--- src/rtl/uart_reg_pkg.sv ---
`default_nettype none
// ============================================================================
//  Module      : uart_reg_pkg
//  Description : Shared command codes, frame FSM state encoding and the
//                address range helper for the UART register bank.
//  Revision    : 1.0  initial release
// ============================================================================
package uart_reg_pkg;

    localparam logic [7:0] CMD_NOP = 8'h00;
    localparam logic [7:0] CMD_WR  = 8'h01;
    localparam logic [7:0] CMD_RD  = 8'h02;

    typedef enum logic [2:0] {
        S_CMD     = 3'd0,
        S_ADDR    = 3'd1,
        S_WDATA   = 3'd2,
        S_TX_REQ  = 3'd3,
        S_TX_WAIT = 3'd4
    } state_t;

    // True when an 8-bit address selects one of the implemented registers.
    function automatic logic addr_in_range(input logic [7:0] addr, input int unsigned n_regs);
        return (32'(addr) < n_regs);
    endfunction

endpackage
`default_nettype wire

--- src/rtl/reg_bank_core.sv ---
`default_nettype none
// ============================================================================
//  Module      : reg_bank_core
//  Description : Register array with one write port and one asynchronous read
//                port. Out-of-range addresses never write and read as zero.
//                Also flattens the array onto regs_o.
//  Revision    : 1.0  initial release
// ============================================================================
module reg_bank_core #(
    parameter int N_REGS = 4,
    parameter int DATA_W = 16
) (
    input  logic                       clk,
    input  logic                       rst_n,
    input  logic                       we,
    input  logic [7:0]                 addr,
    input  logic [DATA_W-1:0]          wdata,
    input  logic [7:0]                 raddr,
    output logic [DATA_W-1:0]          rdata,
    output logic                       waddr_ok,
    output logic                       raddr_ok,
    output logic [N_REGS*DATA_W-1:0]   regs_o
);
    import uart_reg_pkg::*;

    logic [DATA_W-1:0] r_regs [N_REGS];

    assign waddr_ok = addr_in_range(addr, N_REGS);
    assign raddr_ok = addr_in_range(raddr, N_REGS);

    // Register storage: cleared by reset, one entry loaded per in-range write.
    always_ff @(posedge clk or posedge rst_n) begin
        if (rst_n) begin
            for (int k = 0; k < N_REGS; k++) begin
                r_regs[k] <= '0;
            end
        end else if (we && waddr_ok) begin
            for (int k = 0; k < N_REGS; k++) begin
                if (addr == 8'(k)) begin
                    r_regs[k] <= wdata;
                end
            end
        end
    end

    // Read mux: unmatched (out-of-range) addresses fall through to zero.
    always_comb begin
        rdata = '0;
        for (int k = 0; k < N_REGS; k++) begin
            if (raddr == 8'(k)) begin
                rdata = r_regs[k];
            end
        end
    end

    for (genvar k = 0; k < N_REGS; k++) begin : g_flat
        assign regs_o[k*DATA_W +: DATA_W] = r_regs[k];
    end

endmodule
`default_nettype wire

--- src/rtl/uart_reg_bank.sv ---
`default_nettype none
// ============================================================================
//  Module      : uart_reg_bank
//  Description : Decodes NOP / WRITE / READ frames from a UART byte stream,
//                updates the register bank and returns read data byte by
//                byte through a tx_wr_o / tx_done_i handshake.
//  Revision    : 1.0  initial release
// ============================================================================
module uart_reg_bank #(
    parameter int N_REGS = 4,
    parameter int DATA_W = 16
) (
    input  logic                       clk,
    input  logic                       rst_n,
    input  logic                       rx_done_i,
    input  logic [7:0]                 data_i,
    input  logic                       tx_done_i,
    output logic                       tx_wr_o,
    output logic [7:0]                 tx_data_o,
    output logic [N_REGS*DATA_W-1:0]   regs_o,
    output logic                       main_fsm_en_o,
    output logic                       err_o,
    output logic                       busy_o
);
    import uart_reg_pkg::*;

    localparam int              NB     = DATA_W / 8;
    localparam int              CNT_W  = $clog2(NB + 1);
    localparam logic [CNT_W-1:0] C_LAST = CNT_W'(NB - 1);

    state_t            r_state,    w_state_nxt;
    logic              r_wr_flag,  w_wr_flag_nxt;
    logic [7:0]        r_addr,     w_addr_nxt;
    logic [CNT_W-1:0]  r_byte_cnt, w_byte_cnt_nxt;
    logic [DATA_W-1:0] r_wr_shift, w_wr_shift_nxt;
    logic [DATA_W-1:0] r_tx_shift, w_tx_shift_nxt;
    logic              r_err,      w_err_nxt;

    logic              w_we;
    logic [DATA_W-1:0] w_wr_word;
    logic [DATA_W-1:0] w_rd_data;
    logic              w_waddr_ok;
    logic              w_raddr_ok;

    // Incoming byte appended to the partial write word; on the last byte this
    // is the full value committed to the bank.
    assign w_wr_word = DATA_W'({r_wr_shift, data_i});

    reg_bank_core #(
        .N_REGS (N_REGS),
        .DATA_W (DATA_W)
    ) u_core (
        .clk      (clk),
        .rst_n    (rst_n),
        .we       (w_we),
        .addr     (r_addr),
        .wdata    (w_wr_word),
        .raddr    (data_i),
        .rdata    (w_rd_data),
        .waddr_ok (w_waddr_ok),
        .raddr_ok (w_raddr_ok),
        .regs_o   (regs_o)
    );

    // Frame decoder: next state, datapath updates, write strobe and errors.
    always_comb begin
        w_state_nxt    = r_state;
        w_wr_flag_nxt  = r_wr_flag;
        w_addr_nxt     = r_addr;
        w_byte_cnt_nxt = r_byte_cnt;
        w_wr_shift_nxt = r_wr_shift;
        w_tx_shift_nxt = r_tx_shift;
        w_err_nxt      = 1'b0;
        w_we           = 1'b0;

        case (r_state)
            S_CMD: begin
                if (rx_done_i) begin
                    case (data_i)
                        CMD_WR: begin
                            w_state_nxt   = S_ADDR;
                            w_wr_flag_nxt = 1'b1;
                        end
                        CMD_RD: begin
                            w_state_nxt   = S_ADDR;
                            w_wr_flag_nxt = 1'b0;
                        end
                        CMD_NOP: begin
                            w_state_nxt = S_CMD;
                        end
                        default: begin
                            w_err_nxt = 1'b1;
                        end
                    endcase
                end
            end

            S_ADDR: begin
                if (rx_done_i) begin
                    w_addr_nxt     = data_i;
                    w_byte_cnt_nxt = '0;
                    if (r_wr_flag) begin
                        w_state_nxt = S_WDATA;
                    end else begin
                        // Snapshot taken now; rx is locked out until the reply ends.
                        w_tx_shift_nxt = w_rd_data;
                        w_err_nxt      = ~w_raddr_ok;
                        w_state_nxt    = S_TX_REQ;
                    end
                end
            end

            S_WDATA: begin
                if (rx_done_i) begin
                    w_wr_shift_nxt = w_wr_word;
                    w_byte_cnt_nxt = r_byte_cnt + 1'b1;
                    if (r_byte_cnt == C_LAST) begin
                        w_we           = 1'b1;
                        w_err_nxt      = ~w_waddr_ok;
                        w_byte_cnt_nxt = '0;
                        w_state_nxt    = S_CMD;
                    end
                end
            end

            S_TX_REQ: begin
                w_err_nxt   = rx_done_i;
                w_state_nxt = S_TX_WAIT;
            end

            S_TX_WAIT: begin
                w_err_nxt = rx_done_i;
                if (tx_done_i) begin
                    // Shifting on every byte leaves the shifter at zero after the reply.
                    w_tx_shift_nxt = r_tx_shift << 8;
                    if (r_byte_cnt == C_LAST) begin
                        w_byte_cnt_nxt = '0;
                        w_state_nxt    = S_CMD;
                    end else begin
                        w_byte_cnt_nxt = r_byte_cnt + 1'b1;
                        w_state_nxt    = S_TX_REQ;
                    end
                end
            end

            default: begin
                w_state_nxt = S_CMD;
            end
        endcase
    end

    // State and datapath registers; reset aborts any frame in flight.
    always_ff @(posedge clk or posedge rst_n) begin
        if (rst_n) begin
            r_state    <= S_CMD;
            r_wr_flag  <= 1'b0;
            r_addr     <= '0;
            r_byte_cnt <= '0;
            r_wr_shift <= '0;
            r_tx_shift <= '0;
            r_err      <= 1'b0;
        end else begin
            r_state    <= w_state_nxt;
            r_wr_flag  <= w_wr_flag_nxt;
            r_addr     <= w_addr_nxt;
            r_byte_cnt <= w_byte_cnt_nxt;
            r_wr_shift <= w_wr_shift_nxt;
            r_tx_shift <= w_tx_shift_nxt;
            r_err      <= w_err_nxt;
        end
    end

    assign tx_wr_o       = (r_state == S_TX_REQ);
    assign tx_data_o     = r_tx_shift[DATA_W-1 -: 8];
    assign busy_o        = (r_state != S_CMD);
    assign err_o         = r_err;
    assign main_fsm_en_o = regs_o[0];

endmodule
`default_nettype wire

--- config.mk ---
export PLATFORM = sky130hd
export DESIGN_NAME = uart_reg_bank
export DESIGN_NICKNAME = d
export VERILOG_FILES = /design/src/rtl/uart_reg_pkg.sv /design/src/rtl/reg_bank_core.sv /design/src/rtl/uart_reg_bank.sv
export SDC_FILE = /design/constraint.sdc
export NUM_CORES = 1
export LEC_CHECK = 0
export CORE_ASPECT_RATIO = 0.5
export CORE_MARGIN = 10
export CORE_UTILIZATION = 40
export DETAILED_ROUTE_END_ITERATION = 10
export SYNTH_ARGS = -nofsm -noshare
export SYNTH_HDL_FRONTEND = slang
export SYNTH_SLANG_ARGS = --single-unit
--- constraint.sdc ---
create_clock -name clk -period 4.99 [get_ports clk]
set_input_delay 0.998 -clock clk [delete_from_list [all_inputs] [get_ports clk]]
set_output_delay 0.998 -clock clk [all_outputs]
set_load 0.03 [all_outputs]
==> results.py <==
metrics = {
    "outcome": {
        "outcome": "finished clean",
    },
    "clocking": {
        "post_cts_buffers": 0,
        "cts_hold_buf": 0,
        "clock_path_buffers": 2,
        "clkLatencyLatePin_ns": 0.34,
        "numCtsBuffers": 9,
        "root_buffer": "clkbuf_16",
        "cts_tree": "done",
        "clk_pin_slew_ns": 0.07,
        "cts_resized": 0,
        "htreeDepth": 3,
        "clkSinkCount": 103,
    },
    "finish": {
        "layout_commonest_cell": "dfrtp_1",
        "antenna_cells": 0,
        "drive_above_1_share": 0.3025,
        "layout_common_cells": "dfrtp_1, mux2_2, clkdlybuf4s50_1",
        "finalNetCount": 440,
        "area_delta_synth_final_pct": 25.95,
        "final_cell_count_no_fill": 598,
    },
    "placed_design": {
        "dp.cells": 582,
        "gp_congestion": 0.8548,
        "dpl.hpwl_um": 9259,
        "port_buffers": 87,
    },
    "global_route": {
        "grt_max_degree": 78,
        "track_usage": 0.1531,
        "grt_pass1_wl_um": 20470,
        "grt-ovfl-total": 0,
        "grt_pass1_vias": 3378,
        "grt_antenna_before_repair": 0,
    },
    "power": {
        "switching_share": 0.3049,
        "seqPwrFrac": 0.498,
        "pwr-share-clk": 0.313,
        "vdd_drop_max_mv": 0.1925,
        "p_int_mw": 1.499,
        "pwr_density_cell_nw_per_um2": 359.4,
        "p_comb_frac": 0.189,
        "p_sw_mw": 0.6575,
        "leakagePower_nw": 2.672,
    },
    "sta": {
        "setup_violations": 0,
        "finalCritPeriodShare": 0.7056,
        "finalMaxSlewViolations": 0,
        "tns_ns": 0,
        "max_freq_mhz": 284.0,
        "timing.clock.skew_ns": 0.007741,
        "rsz0062_at_grt": "no",
        "fin_crit_ns": 3.521,
        "hold_viol_final": 0,
        "tightest_slew_ns": 1.185,
        "slew_headroom": 0.2072,
    },
    "route": {
        "wl_per_cell_um": 21.84,
        "routed_wl_um": 13060,
        "vias": 3225,
        "antenna_left": 0,
        "routed_via_density": 5.393,
        "drt-pass1-iter-count": 5,
        "drt_iter0_markers": 229,
        "drc": 0,
    },
    "logic_synthesis": {
        "synth-main-ff-cell": "dfrtp_1",
        "synth_top_cell_by_area": "dfrtp_1",
        "yosys-top-cells-area": "dfrtp_1, mux2_2, mux4_2",
        "synth_edf_count": 0,
        "synth_top_area_frac": 0.5410,
        "async_flop_share": 1.000,
        "synth_fp_nets": 363,
        "synth_cell_types": 46,
        "avgSynthCellArea_um2": 13.57,
        "syn-cell-area_um2": 4765,
        "ys_ff_latch": 103,
        "ys_seq_area_frac": 0.5410,
        "ys_warn_count": 0,
        "synthCells": 351,
    },
    "die": {
        "die_area_um2": 16940,
        "die_x_um": 174.3,
        "io_pins": 88,
        "core_um2": 11740,
        "start_util": 0.4060,
        "die_h_um": 97.18,
        "rows": 28,
    },
    "setup_path": {
        "crit_start": "rx_done_i",
        "cp.arrival_ns": 3.74,
        "worstPathRequired_ns": 5.21,
        "start_kind": "input pin",
        "cp-end-kind": "flip-flop",
        "r2r-start": "r_state[0]",
        "crit_type": "in2reg",
        "path_max_fanout": 16,
    },
    "min_path": {
        "hold_class": "reg2reg",
        "worstHoldStart": "r_tx_shift[11]",
    },
    "flow_run": {
        "maxCapViolCount": 0,
    },
}
sequential cells by signal, summed over array words and instances, names as in the netlist:
name           count
err_o              1
r_addr             8
r_byte_cnt         2
r_state            3
r_tx_shift        16
r_wr_flag          1
r_wr_shift         8
u_core.regs_o     64
critical path, stage by stage:
cell and delay, ns:
clkdlybuf4s50_1 0.57, and4bb_1 0.57, nand4_4 0.22, nor3b_4 0.96
mux2_2 0.42
power by group through the flow:
| stage | Combinational, mW | Clock (mW) | Sequential, mW |
|---|---|---|---|
| 2_1_floorplan | 0.307 | 0 | 1.04 |
| 3_3_place_gp | 0.398 | 0 | 1.08 |
| 3_5_place_dp | 0.411 | 0 | 1.08 |
| 4_1_cts | 0.411 | 0.696 | 1.07 |
| 5_1_grt | 0.441 | 0.725 | 1.09 |
| 6_report | 0.408 | 0.675 | 1.07 |
cell usage after synthesis, types with 2 or more instances:
cell and number:
dfrtp_1 103, mux2_2 95, nand2_1 23, o21ai_0 18, o22ai_1 11, buf_4 10
clkbuf_1 10, a22oi_1 8, mux4_2 8, inv_1 6, nor2_1 6, a21oi_1 5
nand4_1 4, and3b_1 3, buf_2 3, buf_6 3, mux2i_1 3, nand2b_1 2
nand3b_1 2, nor3b_4 2
logic make-up after synthesis:
kind of cell	after synthesis	share of synthesized area
mux	107	0.2710
flops	103	0.5410
simple gates	57	0.08010
compound gates	51	0.06618
buf+inv	33	0.04175
per-stage QoR:
stage	utilization	hold WS (ns)	setup WS [ns]	cell area, µm²	total power, mW
3_3_place_gp	0.4868	0.4671	1.197	5713	1.475
4_1_cts	0.5113	0.4869	1.492	6001	2.175
6_report	0.5113	0.4834	1.469	6001	2.157
3_5_place_dp	0.4868	0.4714	1.123	5713	1.493
5_1_grt	0.5113	0.5295	1.388	6001	2.254
2_1_floorplan	-	0.4502	1.288	4765	1.348
layer usage:
metal / up-vias / GRT usage / wire, µm
met3: 9 / 0.05120 / 946
met4: 0 / 0.02939 / 110
met5: - / 0 / 0
li1: 1440 / - / -
met2: 116 / 0.2333 / 6037
met1: 1660 / 0.2075 / 5963
final timing paths:
kind / end / slack, ns / cells after the start
min in group asynchronous: r_tx_shift[12] / 1.23 / 2
max: u_core.regs_o[35] / 1.47 / 5
min reg2reg: r_tx_shift[11] / 0.48 / 2
min: r_tx_shift[11] / 0.48 / 2
max reg2reg: u_core.regs_o[35] / 2.07 / 4
max in group asynchronous: u_core.regs_o[45] / 2.80 / 3
final cells by class:
type                       instances  area, µm²
fill                            1037       5736
sequential                       103       2577
multi-input combinational        215       1988
timing repair buffer              93      915.9
clock inverter                     2      13.76
inverter                           6      25.02
clock buffer                      14      274.0
tap                              165      206.4
(Power assumes the default switching activity.)
